--- config.mk ---
export PLATFORM = sky130hd
export DESIGN_NAME = dzcpu_useq
export DESIGN_NICKNAME = d
export VERILOG_FILES = /design/src/rtl/dzcpu_useq_pkg.sv /design/src/rtl/dzcpu_useq_ctr.sv /design/src/rtl/dzcpu_useq.sv
export SDC_FILE = /design/constraint.sdc
export NUM_CORES = 1
export LEC_CHECK = 0
export CORE_ASPECT_RATIO = 1.1
export CORE_MARGIN = 5
export CORE_UTILIZATION = 30
export CTS_CLUSTER_DIAMETER = 120
export DETAILED_ROUTE_END_ITERATION = 16
export PLACE_DENSITY_LB_ADDON = 0.12
export SLEW_MARGIN = 15
export SYNTH_ARGS = -nofsm -noshare
export SYNTH_HDL_FRONTEND = slang
export SYNTH_SLANG_ARGS = --single-unit
--- constraint.sdc ---
create_clock -name iClock -period 1.45 [get_ports iClock]
set_clock_uncertainty 0.1 [all_clocks]
set_input_delay 0.3625 -clock iClock [delete_from_list [all_inputs] [get_ports iClock]]
set_output_delay 0.3625 -clock iClock [all_outputs]
set_load 0.01 [all_outputs]
--- src/rtl/dzcpu_useq_pkg.sv ---
// Shared ucode definitions for the DZCPU microsequencer, LUTs and ROM:
// uop word layout, flow-code values and sequencer state encoding.
package dzcpu_useq_pkg;

  localparam int ADDR_W = 8;
  localparam int FLOW_W = 4;
  localparam int BODY_W = 9;
  localparam int UOP_W  = FLOW_W + BODY_W;

  typedef enum logic [1:0] {
    S_FETCH    = 2'd0,
    S_DECODE   = 2'd1,
    S_EXEC     = 2'd2,
    S_CBDECODE = 2'd3
  } state_e;

  // Codes 11..15 are reserved and behave like F_NOP.
  typedef enum logic [FLOW_W-1:0] {
    F_OP           = 4'd0,
    F_INC          = 4'd1,
    F_EOF          = 4'd2,
    F_INC_EOF      = 4'd3,
    F_EOF_FU       = 4'd4,
    F_INC_EOF_FU   = 4'd5,
    F_INC_EOF_Z    = 4'd6,
    F_INC_EOF_NZ   = 4'd7,
    F_UPDATE_FLAGS = 4'd8,
    F_NOP          = 4'd9,
    F_JCB          = 4'd10
  } flow_e;

endpackage

--- src/rtl/dzcpu_useq_ctr.sv ---
// Per-flow uop counter; 'last' flags that the uop now executing is the
// LIMIT-th one of the current flow.
module dzcpu_useq_ctr #(
  parameter int LIMIT = 32
) (
  input  logic clk,
  input  logic rst,
  input  logic clr,
  input  logic inc,
  output logic last
);
  localparam int W = $clog2(LIMIT + 1);
  localparam logic [W-1:0] LAST = W'(LIMIT - 1);

  logic [W-1:0] cnt_q;

  // Clear has priority so an ending uop restarts the count cleanly.
  always_ff @(posedge clk) begin
    if (rst || clr) cnt_q <= '0;
    else if (inc)   cnt_q <= cnt_q + W'(1);
  end

  assign last = (cnt_q == LAST);
endmodule

--- src/rtl/dzcpu_useq.sv ---
// DZCPU ucode sequencer: fetch opcode, map through the LUTs, step the uPC
// through the ucode ROM and decode each uop's flow code.
// Optional interrupt entry at end of flow: define DZCPU_USEQ_INT_EN.
module dzcpu_useq
  import dzcpu_useq_pkg::*;
#(
  parameter logic [7:0] INT_FLOW_IDX = 8'd165,
  parameter int         UOP_LIMIT    = 32
) (
  input  logic              iClock,
  input  logic              iReset,
  input  logic [7:0]        iMemData,
  input  logic              iMemValid,
  input  logic              iStall,
  input  logic              iFlagZ,
  output logic [7:0]        oLutMop,
  input  logic [7:0]        iLutIdx,
  output logic [7:0]        oCbMop,
  input  logic [7:0]        iCbIdx,
  output logic [ADDR_W-1:0] oRomAddr,
  input  logic [UOP_W-1:0]  iUop,
  output logic              oUopValid,
  output logic [BODY_W-1:0] oUopBody,
  output logic              oIncPc,
  output logic              oFlagUpdate,
  output logic              oFetch,
  output logic              oEof,
  output logic              oUcodeErr,
  input  logic              iIntReq,
  input  logic              iIme
);

  state_e            state_q, state_d;
  logic [ADDR_W-1:0] upc_q, upc_d;
  logic [7:0]        op_q, op_d, cb_q, cb_d;
  logic              err_q, err_d;
  logic              ctr_clr, ctr_inc, ctr_last;
  logic              adv, fin;
  logic [FLOW_W-1:0] fcode;

`ifndef DZCPU_USEQ_INT_EN
  logic unused_int;
  assign unused_int = iIntReq | iIme;
`endif

  assign fcode    = iUop[UOP_W-1:BODY_W];
  assign oUopBody = iUop[BODY_W-1:0];
  assign oRomAddr = upc_q;
  assign oLutMop  = op_q;
  assign oCbMop   = cb_q;
  assign oUcodeErr = err_q;

  dzcpu_useq_ctr #(.LIMIT(UOP_LIMIT)) u_ctr (
    .clk  (iClock),
    .rst  (iReset),
    .clr  (ctr_clr),
    .inc  (ctr_inc),
    .last (ctr_last)
  );

  // State register; reset wins from any state, including mid-flow.
  always_ff @(posedge iClock) begin
    if (iReset) begin
      state_q <= S_FETCH;
      upc_q   <= '0;
      op_q    <= 8'h00;
      cb_q    <= 8'h00;
      err_q   <= 1'b0;
    end else begin
      state_q <= state_d;
      upc_q   <= upc_d;
      op_q    <= op_d;
      cb_q    <= cb_d;
      err_q   <= err_d;
    end
  end

  // Next state and per-cycle controls; pulses are held low during reset.
  always_comb begin
    state_d     = state_q;
    upc_d       = upc_q;
    op_d        = op_q;
    cb_d        = cb_q;
    err_d       = err_q;
    oFetch      = 1'b0;
    oUopValid   = 1'b0;
    oIncPc      = 1'b0;
    oFlagUpdate = 1'b0;
    oEof        = 1'b0;
    ctr_clr     = 1'b0;
    ctr_inc     = 1'b0;
    adv         = 1'b0;
    fin         = 1'b0;
    if (!iReset) begin
      unique case (state_q)
        S_FETCH: begin
          oFetch = 1'b1;
          if (iMemValid) begin
            op_d    = iMemData;
            state_d = S_DECODE;
          end
        end
        S_DECODE: begin
          upc_d   = iLutIdx;
          ctr_clr = 1'b1;
          state_d = S_EXEC;
        end
        S_CBDECODE: begin
          upc_d   = iCbIdx;
          ctr_clr = 1'b1;
          state_d = S_EXEC;
        end
        S_EXEC: begin
          if (!iStall) begin
            oUopValid = 1'b1;
            ctr_inc   = 1'b1;
            case (fcode)
              F_OP:           adv = 1'b1;
              F_INC:          begin oIncPc = 1'b1; adv = 1'b1; end
              F_EOF:          fin = 1'b1;
              F_INC_EOF:      begin oIncPc = 1'b1; fin = 1'b1; end
              F_EOF_FU:       begin oFlagUpdate = 1'b1; fin = 1'b1; end
              F_INC_EOF_FU:   begin oIncPc = 1'b1; oFlagUpdate = 1'b1; fin = 1'b1; end
              F_INC_EOF_Z:    begin oIncPc = 1'b1; fin = iFlagZ; adv = ~iFlagZ; end
              F_INC_EOF_NZ:   begin oIncPc = 1'b1; fin = ~iFlagZ; adv = iFlagZ; end
              F_UPDATE_FLAGS: begin oFlagUpdate = 1'b1; adv = 1'b1; end
              F_JCB: begin
                oIncPc  = 1'b1;
                cb_d    = iMemData;
                state_d = S_CBDECODE;
              end
              default:        adv = 1'b1;
            endcase
            if (fin) begin
              oEof    = 1'b1;
              ctr_clr = 1'b1;
              state_d = S_FETCH;
`ifdef DZCPU_USEQ_INT_EN
              if (iIntReq && iIme) begin
                state_d = S_EXEC;
                upc_d   = INT_FLOW_IDX;
              end
`endif
            end else if (adv) begin
              upc_d = upc_q + 8'd1;
              // Runaway flow: abort to fetch without an end-of-flow pulse.
              if (ctr_last) begin
                err_d   = 1'b1;
                ctr_clr = 1'b1;
                state_d = S_FETCH;
              end
            end
          end
        end
        default: state_d = S_FETCH;
      endcase
    end
  end

endmodule

Word-level counts from Yosys, hierarchy flattened. Index checks and enable logic that the tools add are counted.

Magnitude comparators: 0. Equal/unequal tests: 17. Shift-type cells: 0. Reductions and logical operators: 13. Mux-type cells: 42. Divide/modulo/power cells: 0. Bitwise gates (word level): 3. Add/sub/neg operators: 2. $mul: 0.

Operators by type and width (number): 1-bit 2-to-1 mux (28); 8-bit 2-to-1 mux (3); 8-bit case mux with 3 select lines (1); 4-bit by 3-bit == test with 1-bit output (second input constant) (4); 2-bit 2-to-1 mux (6); 8-bit by 1-bit adder with 8-bit output (second input constant) (1); 4-bit by 2-bit == test with 1-bit output (second input constant) (2); 4-bit == test (second input constant) (2); 2-bit != test (second input constant) (4); 6-bit by 1-bit adder with 6-bit output (second input constant) (1); 6-bit by 5-bit == test with 1-bit output (second input constant) (1); 1-bit case mux with 3 select lines (2); 2-bit case mux with 3 select lines (1); 6-bit OR reduction (1); 5-bit AND reduction (1); 5-bit OR reduction (1); 2-bit == test (second input constant) (2); 4-bit by 1-bit == test with 1-bit output (second input constant) (1); 2-bit AND reduction (2); 4-bit AND reduction (1); 4-bit OR reduction (1); 1-bit inverter (3); 3-bit AND reduction (1); 3-bit nonzero test (1); 6 further kinds (6).

Bits in writable memories: 0. Input port bits: 44. Latch bits: 0. Memories: 0. ROM bits: 0. Output and inout port bits: 39. Logic and storage cells: 83. Register bits: 33.

Longest topological paths before layout. Gate-level depths: netlist of run 1.

Depth after elaboration: 12. Depth in mapped cells: 6. Mapped depth without buffers: 6.

Modules after synthesis. A second synthesis of run 1 with hierarchy kept.

Cell total of the unflattened synthesis: 223. Area, all modules: 1849.3 µm².

By module, submodules not included: dzcpu_useq (area an instance 1590.3 µm², instances 1, cells each 195); dzcpu_useq_ctr (area an instance 259.0 µm², instances 1, cells each 28).

Worst setup path before layout of run 1. Ideal clock, no wire load.

Kind: register to output. Start point: register state_q[0]. End point: output oFlagUpdate. Data arrival time: 1.161 ns. Setup slack: -0.174 ns. Cell stages (with the launch flop): 4. Path buffers: 0. Cells stage by stage: dfxtp_1 -> nand2b_4 -> or3_4 -> nor3_1.

Cells in the longest elaborated chain, start to end: 3.

Ends and longest elaborated chain: from (decl) (RTL line dzcpu_useq.sv:33) `state_e state_q, state_d;`; from (signal assigned) (RTL line dzcpu_useq.sv:70) `state_q <= state_d;`; 2-bit == test (RTL line dzcpu_useq.sv:95) `unique case (state_q)`; 1-bit 2-to-1 mux (RTL line dzcpu_useq.sv:95); 1-bit 2-to-1 mux (RTL line dzcpu_useq.sv:94) `if (!iReset) begin`; to (decl) (RTL line dzcpu_useq.sv:25) `output logic oFlagUpdate,`.

Every way passes these cells.

Worst setup path in the final report of run 1. Ends and elaborated chain as after synthesis.

==> impl_metrics.yaml, run 1 <==
outcome:
  status: "finished, violations left"
  violations: "negative setup slack"
logic_synthesis:
  synth_flop_cell: "dfxtp_1"
  syn_area_um2: 1780
  ys_seq_area_share_pct: 37.2
  syn_nets: 257
  synthDistinctLibCells: 42
  yosysWarnings: 0
  syn_inst: 211
  synthTopCellsByCount: "dfxtp_1 (33), nand2_1 (26), a21oi_1 (16), nor2_1 (16), mux2i_1 (11)"
  avgSynthCellArea_um2: 8.42
  yosys.area.top_type_share_pct: 37.2
  async_flop_share_pct: 0
  synth_area_leaders: "dfxtp_1 (37%), mux2i_1 (6.2%), nand2_1 (5.5%), a21oi_1 (4.5%), a211oi_1 (3.8%)"
  synth.ff_latch_count: 33
  synth_edf_count: 0
  yosys.area.top_type: "dfxtp_1"
  yosysMostFrequentCell: "dfxtp_1"
worst_setup_path:
  critical_path_class: "register to output port"
  rr_endpoint: "u_ctr.cnt_q[5]$_SDFFE_PP0P_"
  cpMaxStageDelayCell: "or3_4"
  arrival_ps: 1440
  r2r_cells: 7
  endpoint: "oFlagUpdate"
  cp-startpoint: "state_q[0]$_SDFFE_PP0P_"
  critPathLaunchType: "register"
  r2r-start: "state_q[0]$_SDFFE_PP0P_"
  path_depth: 4
  slowest_delay_ps: 370
  cp_top_family: "simple AND/OR/NAND/NOR gates"
  critPathMaxFanout: 4
  cp.required_ps: 990
  path_cells: "nand2b_4 > or3_4 > nor3_2 > buf_2"
  cp-end-kind: "output port"
  reg2reg_slack_ps: -240
  path_buf_inv: 1
power:
  p_leak_nw: 1.28
  peakVddDrop_uv: 485
  power_density_nw_per_um2: 763
placed_design:
  dp_hpwl_mm: 3.84
  place.gp.congestion: 0.789
  dp_slack_ps: -1030
  io_buffers: 62
global_route:
  grt_max_degree: 29
  grt_overflow: 0
  grtUsageTotal_pct: 14.7
  grt_pass1_vias: 1882
  grt_pass1_wl_mm: 9.11
  antenna_found_initial: 0
floorplan:
  fp.dieH_um: 90.7
  start_util_pct: 30.8
  fp.dieW_um: 83.4
  io-pin-count: 83
  coreArea_um2: 5770
  row_count: 29
  die_area_um2: 7560
timing:
  whs_ps: 357
  worst_slew_pin_slew_ps: 524
  slew_violations: 0
  setup_viol: 27
  final_hold_viol_count: 0
  max_freq_ghz: 0.526
  period_needed_ps: 1900
  period_share_pct: 131
  rsz0062_at_grt: "true"
  fin_ws_ps: -452
  slew_headroom_pct: 65.0
flow_run:
  cap_viol_max_count: 0
min_path:
  hp-class: "register to register"
  hold_depth: 2
  min_from: "oLutMop[7]$_SDFFE_PP0P_"
route:
  drc_errors: 0
  final_antenna_net_count: 0
  num_vias: 1896
  initialDrtViolationCount: 86
  viasPerCell: 4.87
  first_pass_iters: 4
  wire_per_inst_um: 14.4
  wirelength_mm: 5.59
clock_network:
  numCtsBuffers: 5
  clock-sinks: 33
  tritoncts: "yes"
  clk_pin_slew_ps: 70
  clk_latency_ps: 280
  cts_hold_buf: 0
  cts-root-buf: "clkbuf_8"
  h-tree-depth: 2
  clk_path_buf_depth: 2
layout:
  fin_nets: 358
  num_antenna_cells: 0
  drive_above_1_share_pct: 37.2
  post-route-util_pct: 52.9
  syn2layout_area_growth_pct: 71.6
[final cells by class]
type / instances / area, um2
inverter: 6 / 35.0
fill: 577 / 2720
clock buffer: 7 / 86.3
timing repair buffer: 111 / 1010
multi-input combinational: 155 / 1150
tap: 77 / 96.3
sequential: 33 / 671
[cells in the final DEF (no fill, tap or decap), types with 2 or more instances in the layout]
cell type | netlist | routed
o21ai_0 | 7 | 7
nor4_1 | 3 | 3
a21oi_1 | 16 | 7
and2_4 | 0 | 3
a311oi_1 | 4 | 4
nand2b_4 | 1 | 2
nor2_1 | 16 | 13
xor2_1 | 6 | 6
nor2_2 | 0 | 2
dfxtp_1 | 33 | 25
nand2_4 | 0 | 2
nand2b_1 | 4 | 3
clkbuf_8 | 0 | 6
a21oi_2 | 0 | 9
inv_1 | 4 | 3
o2bb2ai_1 | 2 | 2
buf_2 | 2 | 7
nand2_1 | 26 | 19
dfxtp_2 | 0 | 8
clkdlybuf4s50_1 | 0 | 25
buf_4 | 9 | 33
nand3_1 | 9 | 8
ha_1 | 2 | 2
mux2i_1 | 11 | 11
or2_2 | 2 | 2
nand4_1 | 5 | 5
a21o_1 | 3 | 2
nand2_2 | 0 | 5
buf_6 | 0 | 16
clkdlybuf4s15_1 | 0 | 3
buf_8 | 0 | 2
xnor2_2 | 0 | 2
a211oi_2 | 0 | 5
dlygate4sd2_1 | 0 | 23
a211oi_1 | 9 | 4
nor2b_1 | 4 | 4
o211ai_1 | 5 | 5
[worst register-to-register path, stage by stage (launching register included)]
cell      delay [ps]
dfxtp_2          320
nand2b_4         140
or3_4            370
clkinv_4          70
buf_6            100
nand4_1          110
xor2_1           190
a211oi_2         210
[per-stage QoR]
stage	TNS (ps)	total power, mW	area (um2)	cells
after floorplan	-449	1.26	1840	211
after global placement	-21660	1.56	2760	373
after detailed placement	-21930	1.56	2760	373
after CTS	-4070	2.32	2950	388
after global routing	-5080	2.45	3050	389
final	-3570	2.33	3050	389
[routing by layer]
metal	routed length (um)	global-route usage [%]
met5	0	0
met4	66	4.63
met3	424	5.11
met2	2540	22.9
met1	2560	18.9
[state kept, by name (all words and copies together) (netlist names)]
name,flops
oCbMop,8
oUcodeErr,1
state_q,2
u_ctr.cnt_q,6
oRomAddr,8
oLutMop,8
[worst min path at each step]
stage | slack [ps] | to
2_1_floorplan | 370 | state_q[0]$_SDFFE_PP0P_
3_3_place_gp | 350 | oLutMop[3]$_SDFFE_PP0P_
3_5_place_dp | 350 | oLutMop[3]$_SDFFE_PP0P_
4_1_cts | 360 | oLutMop[0]$_SDFFE_PP0P_
5_1_grt | 370 | oLutMop[0]$_SDFFE_PP0P_
6_report | 360 | oLutMop[7]$_SDFFE_PP0P_
[what timing repair did]
action | 4_1_cts | 5_1_grt
cloned | 2 | 0
resized for setup | 101 | 32
pin swaps | 14 | 15
setup buffers | 7 | 4
endpoints found under the setup margin | 55 | 41
[where the power goes]
group | internal (mW) | switching (mW)
Sequential | 0.949 | 0.0325
Combinational | 0.344 | 0.293
Clock | 0.377 | 0.331
[kinds of logic (layout without fill, tap and decap cells)]
logic type,count (synthesis),after routing,share of synthesized area (%)
adders and majority gates,2,2,1.41
DFF,33,33,37.2
buffers and inverters,23,124,7.04
and+or+nand+nor,78,78,22.4
muxes,11,11,6.20
xor gates and xnor gates,9,9,4.44
AOI/OAI and AO/OA,55,55,21.3
(Power assumes the default switching activity.)
==> run 2, diff against run 1 <==
HOLD_SLACK_MARGIN = 0.02   (was not set)
REMOVE_ABC_BUFFERS = 1   (was not set)
==> run 2 against run 1 <==
  * The flow still finishes with violations (negative setup slack)
  * Cell count decreased by 1.8%
  * Hold slack got worse by 4.6 ps
  * Die area unchanged
==> impl_metrics.yaml, run 2 (same netlist as run 1, synthesis figures left out) <==
worst_setup_path:
  reg2reg_slack_ps: -250
  cp.required_ps: 990
  arrival_ps: 1430
  cp-end-kind: "output port"
  critPathLaunchType: "register"
  rr_endpoint: "u_ctr.cnt_q[4]$_SDFFE_PP0P_"
  critical_path_class: "register to output port"
  r2r-start: "state_q[0]$_SDFFE_PP0P_"
  r2r_cells: 7
  critPathMaxFanout: 4
timing:
  slew_violations: 0
  final.setup.tns_ps: -3440
  max_freq_ghz: 0.528
  fin_ws_ps: -444
  worst_slew_pin_slew_ps: 344
  final_hold_viol_count: 0
  rsz0062_at_grt: "true"
  setup_viol: 17
  period_needed_ps: 1890
  period_share_pct: 131
  slew_headroom_pct: 76.9
power:
  p_leak_nw: 1.21
  peakVddDrop_uv: 562
  finalPower_mw: 2.25
  power_density_nw_per_um2: 776
route:
  final_antenna_net_count: 0
  first_pass_iters: 4
  initialDrtViolationCount: 82
  top_layer: "met4"
  viasPerCell: 4.89
  wirelength_met1_mm: 2.47
  wire_per_inst_um: 14.4
  drc_errors: 0
  wirelength_mm: 5.49
  wl_met2_mm: 2.53
  num_vias: 1868
  routed-wl-met3_um: 428
floorplan:
  start_util_pct: 30.8
  io-pin-count: 83
  row_count: 29
  fp.dieH_um: 90.7
  coreArea_um2: 5770
  fp.dieW_um: 83.4
  die_area_um2: 7560
placed_design:
  dp_hpwl_mm: 3.91
  postPlaceCellArea_um2: 2690
  place.gp.congestion: 0.799
  io_buffers: 62
  dp.cells: 369
clock_network:
  clk_path_buf_depth: 2
  clk_latency_ps: 280
  h-tree-depth: 2
  cts-root-buf: "clkbuf_8"
  tritoncts: "yes"
  clk_pin_slew_ps: 70
  clock-sinks: 33
  numCtsBuffers: 5
global_route:
  grt_pass1_wl_mm: 8.97
  grt_pass1_vias: 1886
  antenna_found_initial: 1
  grt_max_degree: 30
  grtUsageTotal_pct: 14.4
  grt_overflow: 0
layout:
  post-route-util_pct: 50.2
  fin_nets: 349
  fin_cells: 382
  drive_above_1_share_pct: 27.6
  most-common-layout-cells: "buf_4 (33), dlygate4sd2_1 (28), dfxtp_1 (28), nand2_1 (26), clkdlybuf4s50_1 (25)"
  final_common_cell: "buf_4"
  final_cell_area_um2: 2900
  syn2layout_area_growth_pct: 63.0
flow_run:
  cap_viol_max_count: 0
min_path:
  hold_depth: 2
  min_from: "oLutMop[0]$_SDFFE_PP0P_"
  hold_path_end: "oLutMop[0]$_SDFFE_PP0P_"
  hp-class: "register to register"
outcome:
  violations: "negative setup slack"
  status: "finished, violations left"
==> run 2: cell type report <==
class,instances,area [um2]
fill,585,2870
multi-input combinational,156,1090
timing repair buffer,101,923
sequential,33,667
tap,77,96.3
clock buffer,5,68.8
inverter,6,25.0
clock inverter,3,17.5
antenna,1,2.50
==> run 2: worst max-delay path by stage <==
| stage | from | end |
|---|---|---|
| floorplan | state_q[1]$_SDFFE_PP0P_ | oFlagUpdate |
| global route | state_q[0]$_SDFFE_PP0P_ | oEof |
| CTS | state_q[0]$_SDFFE_PP0P_ | oEof |
| global placement | iUop[10] | oEof |
| finish | state_q[0]$_SDFFE_PP0P_ | oFlagUpdate |
| detailed placement | iUop[10] | oEof |
==> run 2: power by group <==
part / leakage (nW) / switching, mW / internal (mW)
Sequential: 0.270 / 0.0296 / 0.947
Combinational: 0.898 / 0.268 / 0.309
Clock: 0.0439 / 0.360 / 0.331
Total: 1.21 / 0.658 / 1.59
==> run 2: what timing repair did <==
action                                  4_1_cts  5_1_grt
pin swaps                                    12        6
endpoints found under the hold margin         0        0
hold buffers                                  0        0
gates resized for setup                      88       14
endpoints found under the setup margin       55       40
setup buffers                                 3        1
cloned                                        1        0
==> run 2: through the flow <==
stage / setup WS (ps) / hold slack [ps]
global placement: -1000 / 341
global route: -499 / 375
floorplan: -439 / 332
finish: -444 / 352
CTS: -454 / 353
detailed placement: -1060 / 347
==> run 2: metal layers <==
metal,global-route usage (%),vias up
li1,-,938
met1,17.5,856
met2,23.5,66
met3,5.66,8
met4,4.22,0
met5,0,-
==> run 2: critical path: stages (launching register included) <==
cell and delay [ps]:
dfxtp_1 310, nand2b_4 130, or3_4 400, nor3_2 150, buf_2 150
